<file path="src/rtl/i2c_target_regs.sv">
// I2C target with a 7-bit address and a byte register file, plus a system-side host port.
// All bus activity is decoded from synchronized SCL/SDA; the target never stretches SCL.
module i2c_target_regs #(
  parameter logic [6:0] pDevAdrs    = 7'h3C,
  parameter int         pRegNum     = 16,
  parameter int         pRegAdrsBit = 4
) (
  input  logic                   iSysClk,
  input  logic                   iSysRst,
  input  logic                   iI2CScl,
  input  logic                   iI2CSda,
  output logic                   oI2CSdaOe,
  output logic                   oWrStb,
  output logic [pRegAdrsBit-1:0] oWrAdrs,
  output logic [7:0]             oWrData,
  input  logic [pRegAdrsBit-1:0] iHostAdrs,
  input  logic [7:0]             iHostWd,
  input  logic                   iHostWe,
  output logic [7:0]             oHostRd,
  output logic                   oBusy
);

  typedef enum logic [3:0] {
    S_IDLE, S_ADDR, S_ADDR_ACK, S_PTR, S_WDATA,
    S_DATA_ACK, S_RDATA, S_RACK, S_IGNORE
  } state_t;

  state_t                   state_q, state_d;
  logic [2:0]               scl_sync_q, sda_sync_q;
  logic [3:0]               cnt_q, cnt_d;
  logic [7:0]               sh_q, sh_d;
  logic                     rw_q, rw_d;
  logic [pRegAdrsBit-1:0]   ptr_q, ptr_d;
  logic                     oe_q, oe_d;
  logic                     ackph_q, ackph_d;
  logic                     busy_q, busy_d;
  logic                     wr_en;
  logic                     wr_stb_q;
  logic [pRegAdrsBit-1:0]   wr_adrs_q;
  logic [7:0]               wr_data_q;
  logic [7:0]               host_rd_q;
  logic [7:0]               regs_q [pRegNum];

  logic                     scl_s, sda_s, scl_rise, scl_fall, start, stop;
  logic [7:0]               rx_byte, rd_byte;
  logic [pRegAdrsBit-1:0]   ptr_inc;

  // Stage 0/1: two-flop synchronizer; stage 2 holds the previous value for edge detection
  assign scl_s    = scl_sync_q[1];
  assign sda_s    = sda_sync_q[1];
  assign scl_rise = scl_s & ~scl_sync_q[2];
  assign scl_fall = ~scl_s & scl_sync_q[2];
  assign start    = scl_s & scl_sync_q[2] & sda_sync_q[2] & ~sda_s;
  assign stop     = scl_s & scl_sync_q[2] & ~sda_sync_q[2] & sda_s;

  assign rx_byte  = {sh_q[6:0], sda_s};
  assign ptr_inc  = ptr_q + 1'b1;
  assign rd_byte  = regs_q[ptr_q];

  always_comb begin
    state_d = state_q;
    cnt_d   = cnt_q;
    sh_d    = sh_q;
    rw_d    = rw_q;
    ptr_d   = ptr_q;
    oe_d    = oe_q;
    ackph_d = ackph_q;
    busy_d  = busy_q;
    wr_en   = 1'b0;
    if (start) begin
      state_d = S_ADDR;
      cnt_d   = 4'd0;
      oe_d    = 1'b0;
      ackph_d = 1'b0;
      busy_d  = 1'b1;
    end else if (stop) begin
      state_d = S_IDLE;
      oe_d    = 1'b0;
      ackph_d = 1'b0;
      busy_d  = 1'b0;
    end else begin
      case (state_q)
        S_ADDR: if (scl_rise) begin
          sh_d  = rx_byte;
          cnt_d = cnt_q + 4'd1;
          if (cnt_q == 4'd7) begin
            cnt_d = 4'd0;
            if (rx_byte[7:1] == pDevAdrs) begin
              rw_d    = rx_byte[0];
              ackph_d = 1'b0;
              state_d = S_ADDR_ACK;
            end else begin
              state_d = S_IGNORE;
            end
          end
        end
        S_ADDR_ACK, S_DATA_ACK: if (scl_fall) begin
          if (!ackph_q) begin
            oe_d    = 1'b1;
            ackph_d = 1'b1;
          end else begin
            ackph_d = 1'b0;
            oe_d    = 1'b0;
            cnt_d   = 4'd0;
            if (state_q == S_DATA_ACK) begin
              state_d = S_WDATA;
            end else if (rw_q) begin
              // First read bit goes out on the same falling edge that ends the ACK
              oe_d    = ~rd_byte[7];
              sh_d    = {rd_byte[6:0], 1'b0};
              cnt_d   = 4'd1;
              state_d = S_RDATA;
            end else begin
              state_d = S_PTR;
            end
          end
        end
        S_PTR, S_WDATA: if (scl_rise) begin
          sh_d  = rx_byte;
          cnt_d = cnt_q + 4'd1;
          if (cnt_q == 4'd7) begin
            cnt_d   = 4'd0;
            ackph_d = 1'b0;
            state_d = S_DATA_ACK;
            if (state_q == S_PTR) begin
              ptr_d = rx_byte[pRegAdrsBit-1:0];
            end else begin
              wr_en = 1'b1;
              ptr_d = ptr_inc;
            end
          end
        end
        S_RDATA: if (scl_fall) begin
          if (cnt_q == 4'd8) begin
            oe_d    = 1'b0;
            cnt_d   = 4'd0;
            state_d = S_RACK;
          end else begin
            oe_d  = ~sh_q[7];
            sh_d  = {sh_q[6:0], 1'b0};
            cnt_d = cnt_q + 4'd1;
          end
        end
        S_RACK: if (scl_rise) begin
          if (!sda_s) begin
            ptr_d   = ptr_inc;
            sh_d    = regs_q[ptr_inc];
            cnt_d   = 4'd0;
            state_d = S_RDATA;
          end else begin
            oe_d    = 1'b0;
            state_d = S_IGNORE;
          end
        end
        S_IGNORE: oe_d = 1'b0;
        default:  oe_d = 1'b0;
      endcase
    end
  end

  always_ff @(posedge iSysClk) begin
    if (iSysRst) begin
      state_q    <= S_IDLE;
      scl_sync_q <= '0;
      sda_sync_q <= '0;
      cnt_q      <= '0;
      sh_q       <= '0;
      rw_q       <= 1'b0;
      ptr_q      <= '0;
      oe_q       <= 1'b0;
      ackph_q    <= 1'b0;
      busy_q     <= 1'b0;
      wr_stb_q   <= 1'b0;
      wr_adrs_q  <= '0;
      wr_data_q  <= '0;
      host_rd_q  <= '0;
    end else begin
      state_q    <= state_d;
      scl_sync_q <= {scl_sync_q[1:0], iI2CScl};
      sda_sync_q <= {sda_sync_q[1:0], iI2CSda};
      cnt_q      <= cnt_d;
      sh_q       <= sh_d;
      rw_q       <= rw_d;
      ptr_q      <= ptr_d;
      oe_q       <= oe_d;
      ackph_q    <= ackph_d;
      busy_q     <= busy_d;
      wr_stb_q   <= wr_en;
      if (wr_en) begin
        wr_adrs_q <= ptr_q;
        wr_data_q <= rx_byte;
      end
      host_rd_q  <= regs_q[iHostAdrs];
    end
  end

  // The I2C write is issued last so it wins a same-index collision with the host
  always_ff @(posedge iSysClk) begin
    if (iSysRst) begin
      for (int i = 0; i < pRegNum; i++) regs_q[i] <= '0;
    end else begin
      if (iHostWe) regs_q[iHostAdrs] <= iHostWd;
      if (wr_en)   regs_q[ptr_q]     <= rx_byte;
    end
  end

  assign oI2CSdaOe = oe_q & ~(start | stop);
  assign oWrStb    = wr_stb_q;
  assign oWrAdrs   = wr_adrs_q;
  assign oWrData   = wr_data_q;
  assign oHostRd   = host_rd_q;
  assign oBusy     = busy_q;

endmodule

</file>
<file path="config.mk">
export PLATFORM = sky130hd
export DESIGN_NAME = i2c_target_regs
export DESIGN_NICKNAME = d
export VERILOG_FILES = /design/src/rtl/i2c_target_regs.sv
export SDC_FILE = /design/constraint.sdc
export NUM_CORES = 1
export LEC_CHECK = 0
export CORE_ASPECT_RATIO = 1.75
export CORE_UTILIZATION = 35
export CTS_CLUSTER_SIZE = 16
export DETAILED_ROUTE_END_ITERATION = 16
export PLACE_DENSITY_LB_ADDON = 0.12
export SLEW_MARGIN = 30
export SYNTH_ARGS = -nofsm -noshare
export SYNTH_HDL_FRONTEND = slang
export SYNTH_SLANG_ARGS = --single-unit
</file>
<file path="constraint.sdc">
create_clock -name iSysClk -period 5.3 [get_ports iSysClk]
set_input_delay 0.795 -clock iSysClk [delete_from_list [all_inputs] [get_ports iSysClk]]
set_output_delay 0.795 -clock iSysClk [all_outputs]
set_load 0.02 [all_outputs]
</file>
==> impl_metrics.py, run 1 <==
metrics = {
    "synth": {
        "synth.area.mux_share_pct": 21.7,
        "ys_types": 68,
        "syn_area_per_cell_um2": 10.2,
        "synth_top_family_by_area": "simple AND/OR/NAND/NOR gates",
        "yosysWarnings": 0,
        "synth_adder_area_share_pct": 0.721,
        "ys_seq_elements": 183,
        "synth.most_common_cell": "nand2_1",
        "synth_common_cells": "312 x nand2_1, 128 x edfxtp_1, 99 x o21ai_0",
        "ys.flop_type": "edfxtp_1",
        "synth_xor_area_share_pct": 0.371,
        "synth-compound-area-share_pct": 9.18,
        "yosysTopAreaCell": "edfxtp_1",
        "synth_top_area_share_pct": 32.6,
        "synth_simple_gate_area_share_pct": 21.8,
        "synth_seq_area_share_pct": 41.9,
        "netlist_instances": 1157,
        "async_flop_share_pct": 0,
        "synth.area.top_cells": "edfxtp_1 33%, mux4_2 18%, nand2_1 9.9%",
        "synth-edff-count": 128,
        "synthesis.area_um2": 11800,
        "syn_nets": 1180,
    },
    "placement": {
        "portBuffers": 39,
        "gp_congestion": 0.982,
        "hpwl_mm": 32.8,
        "post-place-ws_ps": 1960,
        "dpl.cell_count": 1530,
    },
    "power_and_ir_drop": {
        "power.density_nw_per_um2": 251,
        "power_mw": 3.28,
        "ir_drop_v": 0.000154,
        "p_leak_nw": 4.26,
    },
    "die": {
        "die_x_um": 141,
        "initial_core_util_pct": 35.7,
        "die_area_um2": 34500,
        "core_um2": 33000,
        "chipHeight_um": 245,
        "num_rows": 88,
        "io_pins": 40,
    },
    "critical_path": {
        "crit_family": "flip-flops",
        "worstPathCellList": "xor2_1 > and3_1 > nor2b_1 > clkdlybuf4s50_1",
        "crit_type": "flip-flop to output port",
        "required_ps": 4510,
        "crit_arrival_ps": 2460,
        "end_kind": "output port",
        "cp_slowest_stage_delay_ps": 830,
        "crit_buf_inv": 1,
        "reg2reg_slack_ps": 2100,
        "path_max_fanout": 11,
        "start_kind": "flip-flop",
        "reg2reg_to": "regs_q[3][3]",
        "ff2ff_path_depth": 6,
        "crit_slowest_cell": "dfxtp_1",
        "r2r_start": "ptr_q[0]",
    },
    "grt": {
        "grt_antenna_before_repair": 0,
        "grt_pass1_wl_mm": 66.6,
        "grt_pass1_vias": 9368,
        "grt_max_degree": 38,
        "grt_overflow": 0,
        "grt_usage_pct": 27.8,
    },
    "sta": {
        "timing.fmax_mhz": 307,
        "fin_crit_sh_pct": 61.5,
        "worst_pin_slew_ps": 933,
        "slew_headroom_pct": 37.3,
        "final-max-slew-violation-count": 0,
        "rsz0062_at_grt": "no",
        "skew_ps": 13.2,
        "hold_viol": 0,
        "finalWorstSetupSlack_ps": 2040,
        "fin_tns_setup_ps": 0,
        "setup_viol": 0,
        "fin_crit_ps": 3260,
    },
    "detailed_routing": {
        "firstDrtPassIters": 5,
        "drt_wl_total_mm": 46.2,
        "ant_nets": 0,
        "drt_iter0_markers": 786,
        "drc": 0,
        "vias": 9632,
        "detail_route.wl_per_cell_um": 29.6,
        "viasPerCell": 6.17,
    },
    "cts": {
        "cts_hold_buffers": 0,
        "cts_made_buffers": 17,
        "cts-root-buf": "clkbuf_16",
        "cts_buffer_depth": 2,
        "postCtsSetupRepairBufs": 0,
        "path_clk_slew_ps": 70,
        "h-tree-depth": 4,
        "ctsResizeCount": 0,
        "cts_tree": "built",
        "clk_latency_ps": 460,
        "cts_sinks": 183,
    },
    "layout": {
        "layout-area-overhead-vs-synth_pct": 10.7,
        "final_util_pct": 39.5,
        "diodes": 0,
        "final_nets": 1167,
        "drive_gt1_share_pct": 16.9,
        "fillCellCount": 3247,
        "fin_cells": 1562,
    },
    "hold_path": {
        "holdCritPathClass": "flip-flop to flip-flop",
        "min_to": "sda_sync_q[1]",
        "holdPathStages": 1,
        "holdCritStartpoint": "sda_sync_q[0]",
    },
    "status": {
        "status": "finished, final reports clean",
    },
    "run": {
        "cap_violations": 0,
    },
}
-- registers in the layout (all words and copies together) (netlist names), 4 cells and up, named ones only --
name     count
cnt_q        4
regs_q     128
sh_q         8
ptr_q        4
oWrData      8
oWrAdrs      4
state_q      4
oHostRd      8
-- cells by family after synthesis --
logic type / count (synthesis)
flops: 183
xor+xnor: 5
simple gates: 546
mux: 119
fa+ha+maj: 7
buf+inv: 113
compound gates: 184
-- metrics by stage --
stage / hold WS (ps) / cell area [um2]
finish: 444 / 13100
global route: 462 / 13100
CTS: 453 / 13000
detailed placement: 434 / 12400
global placement: 428 / 12500
floorplan: 414 / 11800
-- worst register-to-register path: stages, from the launching register on --
cell and delay (ps):
dfxtp_2 330, buf_4 460, ha_1 360, nand2b_1 450, nor4_2 590, buf_4 310, or3_1 360
-- worst max-delay path by stage --
stage / start / end / slack (ps) / cells after the start
6_report: sda_sync_q[1] / oI2CSdaOe / 2040 / 4
5_1_grt: sda_sync_q[1] / oI2CSdaOe / 1980 / 4
4_1_cts: sda_sync_q[1] / oI2CSdaOe / 2000 / 4
3_5_place_dp: iSysRst / regs_q[3][3] / 1960 / 6
3_3_place_gp: iHostWe / regs_q[1][6] / 1940 / 6
2_1_floorplan: ptr_q[0] / sh_q[5] / 2220 / 13
-- final cells by class --
cell class / instances / area [um2] / share of cell area (%)
clock buffers: 20 / 478 / 3.66
well taps: 405 / 507 / 3.88
repair buffers: 72 / 608 / 4.66
inverters: 9 / 33.8 / 0.259
clock inverters: 12 / 110 / 0.843
flip-flops and latches: 183 / 4950 / 37.9
multi-input cells: 861 / 6370 / 48.8
-- power by group --
part           leakage (nW)  switching, mW  internal (mW)
Combinational          2.30          0.168          0.137
Clock                 0.294          0.601          0.705
Sequential             1.67         0.0744           1.60
Total                  4.26          0.843           2.44
-- cells in the final DEF (no fill, tap or decap), types with 25 or more instances in the layout --
master | Yosys | routed
dfxtp_1 | 55 | 51
nor2b_1 | 25 | 25
buf_4 | 5 | 33
nand2_1 | 312 | 312
clkdlybuf4s50_1 | 0 | 33
mux4_2 | 95 | 95
edfxtp_1 | 128 | 128
o21ai_0 | 99 | 99
nand3_1 | 58 | 58
a21oi_1 | 35 | 35
nor2_1 | 49 | 49
-- per-layer routing --
| layer | vias to the layer above | track usage [%] | wire length [um] |
|---|---|---|---|
| li1 | 4240 | - | - |
| met1 | 4819 | 30.0 | 16100 |
| met2 | 431 | 48.4 | 23600 |
| met3 | 142 | 4.31 | 2550 |
| met4 | 0 | 21.8 | 3950 |
| met5 | - | 0 | 0 |
Note: power is estimated with default switching activity, not from simulation.
==> run 2, diff against run 1 <==
Clock period 5.3 ns to 2.85 ns, I/O delays scaled along.
==> run 2 against run 1 <==
Clock skew is 3.4 ps higher; non-clock buffer count is 61 higher; critical path depth is 4 higher; hold slack worse by 2.1 ps; sequential power is 86% higher; largest cell class unchanged; largest power group unchanged.
==> impl_metrics.py, run 2 (synthesis results as in run 1) <==
metrics = {
    "grt": {
        "grt_overflow": 0,
        "grt_antenna_before_repair": 0,
        "grt_usage_pct": 27.9,
        "grt_max_degree": 38,
        "grt_pass1_wl_mm": 66.7,
        "grt_pass1_vias": 9496,
    },
    "power_and_ir_drop": {
        "internal_power_mw": 4.55,
        "swShare_pct": 26.1,
        "pwr-share-clk_pct": 39.9,
        "ir_drop_v": 0.000363,
        "comb_power_share_pct": 9.6,
        "seqPwrFrac_pct": 50.5,
        "power.density_nw_per_um2": 453,
        "p_leak_nw": 4.55,
        "switching_power_mw": 1.61,
    },
    "detailed_routing": {
        "drt_wl_total_mm": 46.6,
        "detail_route.wl_per_cell_um": 28.7,
        "firstDrtPassIters": 7,
        "drc": 0,
        "ant_nets": 0,
        "drt_iter0_markers": 1002,
        "vias": 9838,
        "viasPerCell": 6.06,
    },
    "critical_path": {
        "end_kind": "flip-flop",
        "path_max_fanout": 17,
        "start_kind": "flip-flop",
        "required_ps": 3200,
        "crit_arrival_ps": 3050,
        "crit_type": "flip-flop to flip-flop",
        "reg2reg_slack_ps": 160,
    },
    "cts": {
        "clk_latency_ps": 470,
        "cts_made_buffers": 17,
        "cts-root-buf": "clkbuf_16",
        "cts_tree": "built",
        "postCtsSetupRepairBufs": 0,
        "cts_sinks": 183,
        "path_clk_slew_ps": 70,
        "cts_buffer_depth": 2,
        "h-tree-depth": 4,
    },
    "layout": {
        "final_nets": 1228,
        "largest_reg_flops": 128,
        "final_util_pct": 41.1,
        "fin_cells": 1623,
        "final_common_cell": "nand2_1",
        "mostFrequentLayoutCells": "312 x nand2_1, 128 x edfxtp_1, 99 x o21ai_0",
        "layout-area-overhead-vs-synth_pct": 15.2,
        "max_flop_register": "regs_q",
        "fillCellCount": 3179,
        "diodes": 0,
        "drive_gt1_share_pct": 20.5,
    },
    "sta": {
        "worst_pin_slew_ps": 738,
        "fin_tns_setup_ps": 0,
        "fin_crit_ps": 2690,
        "final-max-slew-violation-count": 0,
        "hold_viol": 0,
        "timing.fmax_mhz": 371,
        "skew_ps": 16.6,
        "fin_crit_sh_pct": 94.5,
        "slew_headroom_pct": 50.8,
        "setup_viol": 0,
        "rsz0062_at_grt": "no",
        "whs_ps": 442,
    },
    "die": {
        "num_rows": 88,
        "die_x_um": 141,
        "die_area_um2": 34500,
        "core_um2": 33000,
        "initial_core_util_pct": 35.7,
        "io_pins": 40,
        "chipHeight_um": 245,
    },
    "placement": {
        "gp_congestion": 0.952,
        "hpwl_mm": 33.7,
        "portBuffers": 39,
        "dpl.cell_count": 1590,
    },
    "hold_path": {
        "holdCritPathClass": "flip-flop to flip-flop",
    },
    "status": {
        "status": "finished, final reports clean",
    },
    "run": {
        "cap_violations": 0,
    },
}
## run 2: final cells by class
cell class                      instances  area (um2)  area share (%)
Sequential cell                       183        4950            36.4
Timing Repair Buffer                  133        1160            8.54
Tap cell                              405         507            3.73
Inverter                                9        33.8           0.249
Clock inverter                         14         161            1.19
Multi-Input combinational cell        861        6350            46.7
Clock buffer                           18         429            3.16
## run 2: final timing paths
kind | startpoint | to | cells past startpoint
worst max-delay path | ptr_q[1] | sh_q[1] | 8
worst min-delay path | sda_sync_q[0] | sda_sync_q[1] | 1
worst max register to register | ptr_q[1] | sh_q[1] | 8
worst min register to register | sda_sync_q[0] | sda_sync_q[1] | 1
## run 2: metrics by stage
| stage | setup slack, ps | power, mW | area [um2] |
|---|---|---|---|
| detailed placement | 66.6 | 3.75 | 13000 |
| global placement | 60.0 | 3.75 | 13000 |
| global route | 41.2 | 6.32 | 13600 |
| CTS | 85.9 | 6.21 | 13600 |
| floorplan | 19.1 | 3.43 | 11800 |
| finish | 157 | 6.16 | 13600 |
## run 2: critical path: stages, from the launching register on
cell and delay [ps]:
dfxtp_1 380, inv_1 130, ha_4 340, buf_12 190, mux4_1 580, nand2_1 90, a21oi_1 80, or4_1 520
a32o_1 260
## run 2: layer usage
layer,part of all wire (%),up-vias,wire length (um),track usage (%)
met4,7.4,0,3460,19.5
met3,5.6,139,2590,3.98
met2,52,474,24100,49.5
met1,35,4858,16500,30.5
li1,-,4367,-,-
met5,0,-,0,0
## run 2: power groups by stage
| stage | logic [mW] | clock network, mW | registers (mW) |
|---|---|---|---|
| after floorplan | 0.341 | 0 | 3.09 |
| after global placement | 0.588 | 0 | 3.16 |
| after detailed placement | 0.589 | 0 | 3.16 |
| after CTS | 0.590 | 2.51 | 3.10 |
| after global routing | 0.608 | 2.60 | 3.11 |
| final | 0.591 | 2.46 | 3.11 |
## run 2: repair_timing
action	4_1_cts	5_1_grt
endpoints found under the setup margin	0	2
gates resized for setup	0	1
hold buffers	0	0
